**config.mk**
```make
export PLATFORM = sky130hd
export DESIGN_NAME = hazard_ctrl
export DESIGN_NICKNAME = d
export VERILOG_FILES = /design/src/rtl/hazard_ctrl_pkg.sv /design/src/rtl/hazard_ctrl_decode.sv /design/src/rtl/hazard_ctrl.sv
export SDC_FILE = /design/constraint.sdc
export NUM_CORES = 1
export LEC_CHECK = 0
export ABC_CLOCK_PERIOD_IN_PS = 1900
export BUFFER_PORTS_ARGS = -buffer_cell sky130_fd_sc_hd__buf_2
export CORE_MARGIN = 8
export CORE_UTILIZATION = 45
export DETAILED_ROUTE_END_ITERATION = 8
export GPL_ROUTABILITY_DRIVEN = 0
export PLACE_DENSITY = 0.89
export SYNTH_ARGS = -nofsm -noshare
export SYNTH_HDL_FRONTEND = slang
export SYNTH_HIERARCHICAL = 1
export SYNTH_SLANG_ARGS = --single-unit
```
**constraint.sdc**
```tcl
create_clock -name clk -period 1.9 [get_ports clk]
set_input_delay 0.285 -clock clk [delete_from_list [all_inputs] [get_ports clk]]
set_output_delay 0.285 -clock clk [all_outputs]
set_load 0.05 [all_outputs]
```
**src/rtl/hazard_ctrl_pkg.sv**
```systemverilog
// Shared definitions for the execute-stage hazard sequencer.
//   - RV32 major opcode constants used by the decode helper
//   - FSM state encoding (RUN=0, LOADWAIT=1, FLUSH=2)
//   - scoreboard entry describing the instruction currently in EX
package hazard_ctrl_pkg;

  localparam logic [6:0] OP_LUI    = 7'b0110111;
  localparam logic [6:0] OP_AUIPC  = 7'b0010111;
  localparam logic [6:0] OP_JAL    = 7'b1101111;
  localparam logic [6:0] OP_JALR   = 7'b1100111;
  localparam logic [6:0] OP_BRANCH = 7'b1100011;
  localparam logic [6:0] OP_LOAD   = 7'b0000011;
  localparam logic [6:0] OP_STORE  = 7'b0100011;
  localparam logic [6:0] OP_IMM    = 7'b0010011;
  localparam logic [6:0] OP_REG    = 7'b0110011;

  typedef enum logic [1:0] {
    StRun      = 2'd0,
    StLoadWait = 2'd1,
    StFlush    = 2'd2
  } state_e;

  typedef struct packed {
    logic       vld;
    logic [4:0] rd;
    logic       writes_rd;
    logic       is_load;
  } sb_t;

endpackage

```
**src/rtl/hazard_ctrl_decode.sv**
```systemverilog
// Combinational register-usage decode for the instruction sitting in decode.
// Ports:
//   opcode    in  7  major opcode
//   rd        in  5  destination register address
//   uses_rs1  out 1  instruction reads rs1
//   uses_rs2  out 1  instruction reads rs2
//   writes_rd out 1  instruction writes a non-x0 destination
//   is_load   out 1  instruction is a load
module hazard_decode
  import hazard_ctrl_pkg::*;
(
  input  logic [6:0] opcode,
  input  logic [4:0] rd,
  output logic       uses_rs1,
  output logic       uses_rs2,
  output logic       writes_rd,
  output logic       is_load
);

  always_comb begin
    uses_rs1  = !(opcode == OP_LUI || opcode == OP_AUIPC || opcode == OP_JAL);
    uses_rs2  = (opcode == OP_REG) || (opcode == OP_BRANCH) || (opcode == OP_STORE);
    // x0 is never a real producer, so it can never cause a hit
    writes_rd = !(opcode == OP_BRANCH || opcode == OP_STORE) && (rd != 5'd0);
    is_load   = (opcode == OP_LOAD);
  end

endmodule

```
**src/rtl/hazard_ctrl.sv**
```systemverilog
// Execute-stage sequencer: owns every issue, stall, flush and forwarding decision.
// Ports:
//   clk, reset            clock; asynchronous active-high reset
//   id_valid, id_opcode,  decode-stage instruction (valid, opcode, rs1, rs2, rd)
//   id_rs1, id_rs2, id_rd
//   ex_taken              execute requests a PC redirect this cycle
//   issue                 decode instruction enters EX
//   ex_bubble             EX receives a NOP
//   rs1_fwd, rs2_fwd      EX operand comes from the EX result
//   stall                 hold PC and IF/ID
//   flush                 kill IF/ID contents
//   pc_src                PC takes the redirect target
//   state_o               FSM state (debug)
module hazard_ctrl
  import hazard_ctrl_pkg::*;
#(
  parameter int unsigned XLEN         = 32,
  parameter int unsigned LOAD_BUBBLES = 1,
  parameter int unsigned FLUSH_CYCLES = 2
) (
  input  logic       clk,
  input  logic       reset,
  input  logic       id_valid,
  input  logic [6:0] id_opcode,
  input  logic [4:0] id_rs1,
  input  logic [4:0] id_rs2,
  input  logic [4:0] id_rd,
  input  logic       ex_taken,
  output logic       issue,
  output logic       ex_bubble,
  output logic       rs1_fwd,
  output logic       rs2_fwd,
  output logic       stall,
  output logic       flush,
  output logic       pc_src,
  output logic [1:0] state_o
);

  if (XLEN == 0 || LOAD_BUBBLES < 1 || LOAD_BUBBLES > 3 ||
      FLUSH_CYCLES < 1 || FLUSH_CYCLES > 3) begin : g_param_check
    $error("hazard_ctrl: parameter out of range");
  end

  // Counter preload: the entry cycle in RUN is the first bubble/killed slot.
  localparam logic [1:0] LoadInit  = 2'(LOAD_BUBBLES - 1);
  localparam logic [1:0] FlushInit = 2'(FLUSH_CYCLES - 1);

  state_e     state_q, state_d;
  logic [1:0] cnt_q, cnt_d;
  sb_t        sb_q, sb_d;

  logic uses_rs1, uses_rs2, writes_rd, is_load;
  logic hit1, hit2;

  hazard_decode u_decode (
    .opcode    (id_opcode),
    .rd        (id_rd),
    .uses_rs1  (uses_rs1),
    .uses_rs2  (uses_rs2),
    .writes_rd (writes_rd),
    .is_load   (is_load)
  );

  // sb_q.writes_rd already excludes x0, so x0 sources never hit.
  assign hit1 = id_valid & uses_rs1 & sb_q.vld & sb_q.writes_rd & (sb_q.rd == id_rs1);
  assign hit2 = id_valid & uses_rs2 & sb_q.vld & sb_q.writes_rd & (sb_q.rd == id_rs2);

  always_comb begin
    state_d   = state_q;
    cnt_d     = cnt_q;
    issue     = 1'b0;
    ex_bubble = 1'b1;
    rs1_fwd   = 1'b0;
    rs2_fwd   = 1'b0;
    stall     = 1'b0;
    flush     = 1'b0;
    pc_src    = 1'b0;

    unique case (state_q)
      StRun: begin
        if (ex_taken) begin
          pc_src = 1'b1;
          flush  = 1'b1;
          cnt_d  = FlushInit;
          if (FlushInit != 2'd0) state_d = StFlush;
        end else if ((hit1 | hit2) & sb_q.is_load) begin
          stall = 1'b1;
          cnt_d = LoadInit;
          if (LoadInit != 2'd0) state_d = StLoadWait;
        end else begin
          issue     = id_valid;
          ex_bubble = ~id_valid;
          rs1_fwd   = hit1;
          rs2_fwd   = hit2;
        end
      end
      StLoadWait: begin
        stall = 1'b1;
        cnt_d = cnt_q - 2'd1;
        if (cnt_q <= 2'd1) state_d = StRun;
      end
      StFlush: begin
        // EX holds only bubbles here, so a redirect request cannot be genuine.
        flush = 1'b1;
        cnt_d = cnt_q - 2'd1;
        if (cnt_q <= 2'd1) state_d = StRun;
      end
      default: begin
        state_d = StRun;
        cnt_d   = 2'd0;
      end
    endcase

    // Quiet outputs while reset is held, regardless of decode inputs.
    if (reset) begin
      issue     = 1'b0;
      ex_bubble = 1'b1;
      rs1_fwd   = 1'b0;
      rs2_fwd   = 1'b0;
      stall     = 1'b0;
      flush     = 1'b0;
      pc_src    = 1'b0;
    end
  end

  always_comb begin
    sb_d     = sb_q;
    sb_d.vld = 1'b0;
    if (issue) begin
      sb_d = '{vld: 1'b1, rd: id_rd, writes_rd: writes_rd, is_load: is_load};
    end
  end

  always_ff @(posedge clk or posedge reset) begin
    if (reset) begin
      state_q <= StRun;
      cnt_q   <= 2'd0;
      sb_q    <= '0;
    end else begin
      state_q <= state_d;
      cnt_q   <= cnt_d;
      sb_q    <= sb_d;
    end
  end

  assign state_o = state_q;

endmodule

```
==> insert_results.sql <==
INSERT INTO impl_metrics (metric_group, metric, value, unit) VALUES
('logic_synthesis', 'async_s_r_ff_share_synth', '100', '%'),
('clock_network', 'cts.root.buffer_cell', 'clkbuf_4', ''),
('route', 'antenna_left', '0', ''),
('logic_synthesis', 'synth.yosys.warnings', '6', ''),
('route', 'drt_first_iter_violations', '14', ''),
('finish', 'mostFrequentLayoutCell', 'buf_2', ''),
('critical_path', 'path_max_fanout', '2', ''),
('critical_path', 'endpoint_class_of_the_critical_path', 'output port', ''),
('logic_synthesis', 'synth_top_flop_cell', 'dfrtp_1', ''),
('logic_synthesis', 'ys_seq_area_share', '35.8', '%'),
('placement', 'port_buffers', '33', ''),
('critical_path', 'critical_path.max_stage_delay', '0.54', 'ns'),
('critical_path', 'worst-endpoint-arrival', '1.93', 'ns'),
('logic_synthesis', 'synth.distinct_cells', '31', ''),
('grt', 'grt_first_pass_wirelength', '3880', 'microns'),
('timing', 'timing_max_transition_violations_final', '0', ''),
('grt', 'track_usage', '15.0', '%'),
('die', 'top_level_ports', '35', ''),
('logic_synthesis', 'synth_top_cell_by_area', 'dfrtp_1', ''),
('timing', 'setup_slack_of_the_critical_path_after_layout', '-0.317', 'ns'),
('timing', 'finalSetupViolCount', '11', ''),
('timing', 'worst_clock_skew', '0.00590', 'ns'),
('grt', 'overflow', '0', ''),
('critical_path', 'ff2ff_path_depth', '9', ''),
('finish', 'num-fill-cells', '110', ''),
('grt', 'initial_antenna_violation_count', '0', ''),
('run_status', 'failed_checks', 'setup timing', ''),
('route', 'drt-pass1-iter-count', '4', ''),
('critical_path', 'timing.critical_path.cells', 'xor2_1, or4_4, a21boi_2, and2_4, buf_8', ''),
('die', 'coreArea', '0.00167', 'sq mm'),
('timing', 'holdWs', '0.0379', 'ns'),
('timing', 'post-route-period-util', '117', '%'),
('logic_synthesis', 'synth_area_per_cell', '9.50', 'sq um'),
('logic_synthesis', 'synthCells', '81', ''),
('critical_path', 'worstSetupStartpointType', 'flop', ''),
('grt', 'grt_pass1_vias', '931', ''),
('placement', 'placed_cell_area', '0.00113', 'sq mm'),
('finish', 'number_of_antenna_cells_inserted', '0', ''),
('die', 'floorplan.die.width', '57.4', 'microns'),
('power_and_ir_drop', 'vdd_drop_max', '684', 'uV'),
('clock_network', 'maximum_buffer_depth_of_the_clock_tree', '2', ''),
('clock_network', 'tritoncts', 'yes', ''),
('clock_network', 'clkSlewWorstSetupHoldPaths', '0.07', 'ns'),
('die', 'die_y', '57.4', 'microns'),
('finish', 'areaGrowthSynthToFinish', '67.3', '%'),
('clock_network', 'ctsHtreeMaxLevel', '1', ''),
('placement', 'dpl_worst_slack', '-0.404', 'ns'),
('die', 'die-area', '0.00329', 'sq mm'),
('logic_synthesis', 'synth_seq_cells', '11', ''),
('job', 'drv_cap', '0', ''),
('grt', 'maximum_number_of_pins_on_one_net_before_global_route_repair', '12', ''),
('timing', 'hold_viol', '0', ''),
('clock_network', 'clkLatencyLatePin', '0.28', 'ns'),
('timing', 'timing.fmax', '451', 'MHz'),
('route', 'num_vias', '874', ''),
('critical_path', 'crit_type', 'flop to output port', ''),
('power_and_ir_drop', 'power.density_cell_area', '864', 'mW/mm^2'),
('logic_synthesis', 'netlist_area', '769', 'sq um'),
('placement', 'dp_hpwl', '1920', 'microns'),
('clock_network', 'cts-buffers-inserted', '3', ''),
('hold_path', 'hold_removal_path_class', 'input pin to async pin', ''),
('logic_synthesis', 'post_synth_main_area_contributors', 'dfrtp_1 (36%), mux2_2 (8.8%), xor2_1 (6.8%)', ''),
('finish', 'mostFrequentLayoutCells', 'buf_2 (28), buf_4 (21), dfrtp_1 (10), nand2_1 (9), mux2_2 (6)', ''),
('clock_network', 'hold_fix_buffer_count_after_cts', '0', ''),
('logic_synthesis', 'edff_count_synth', '0', ''),
('finish', 'final_layout_size_suffix_gt1_share', '60.0', '%'),
('critical_path', 'cell_at_the_slowest_stage_of_the_critical_path', 'or4_4', ''),
('logic_synthesis', 'syn_nets', '107', ''),
('logic_synthesis', 'netlist.area_leader.share', '35.8', '%'),
('run_status', 'outcome', 'complete, but fails checks', ''),
('clock_network', 'clock_sink_total', '11', '');
[worst max-delay path: cells and delay by family, from the launching register on]
| kind | cells | cell delay [ns] |
|---|---|---|
| DFF | 1 | 0.42 |
| xor gates and xnor gates | 1 | 0.21 |
| and+or+nand+nor | 2 | 0.70 |
| AOI/OAI and AO/OA | 1 | 0.17 |
| buffers and inverters | 1 | 0.14 |
[synth_stat cells (2+ instances only)]
cell and n:
nor3_1 6, inv_1 4, xor2_1 6, xnor2_1 5
nand4_1 2, mux2_2 6, nand2_1 9, o21ai_0 2
nor2_1 5, and4bb_1 2, dfrtp_1 11, nand3_1 4
[kinds of logic (layout without fill, tap and decap cells)]
family	count (synthesis)	in the layout	share of synthesized area, %
other cells	1	1	0.487
buf+inv	5	64	2.93
simple gates	39	39	30.6
xor+xnor	11	11	12.5
mux	6	6	8.78
compound gates	8	8	8.94
flops	11	11	35.8
[what timing repair did]
| item | CTS | global route |
|---|---|---|
| endpoints found under the setup margin | 5 | 11 |
| buffers inserted | 1 | 1 |
| resized for setup | 18 | 6 |
| pin swaps | 5 | 5 |
[worst paths after layout]
check / slack (ns) / startpoint / to
worst max-delay path: -0.32 / sb_q[5] / stall
worst min-delay path: 0.04 / reset / cnt_q[1]
worst max register to register: -0.23 / sb_q[3] / sb_q[4]
worst min register to register: 0.52 / sb_q[1] / sb_q[1]
max in group asynchronous: 1.69 / reset / state_o[1]
min in group clk: 0.25 / id_rd[0] / sb_q[2]
[through the flow]
step	TNS, ns	util (%)	std cells
after global routing	-3.33	77.1	157
final	-2.43	77.1	157
after global placement	-1.39	67.9	151
after floorplan	-0.00396	-	81
after CTS	-1.55	74.4	156
after detailed placement	-1.93	67.9	151
[flip-flops by register name, indices dropped and copies added, names as in the netlist]
signal / flops
state_o: 1
sb_q: 8
cnt_q: 2
[report_power, final]
part	switching, uW	total [uW]	internal [uW]
registers	72.2	379	307
clock network	85.5	167	81.6
logic	282	566	285
[layer usage]
| layer | vias up | part of all wire, % | track usage [%] |
|---|---|---|---|
| li1 | 402 | - | - |
| met1 | 419 | 39 | 14.7 |
| met2 | 44 | 52 | 27.8 |
| met3 | 9 | 7.7 | 5.16 |
| met4 | 0 | 1.7 | 5.71 |
| met5 | - | 0 | 0 |
[cell type report]
cell class	count	area, sq um	share of cell area [%]
Multi-Input combinational cell	65	561	43.5
Sequential cell	11	277	21.5
Tap cell	17	21.3	1.65
Clock buffer	4	26.3	2.04
Inverter	4	18.8	1.46
Timing Repair Buffer	56	384	29.8
Note: power is estimated with default switching activity, not from simulation.
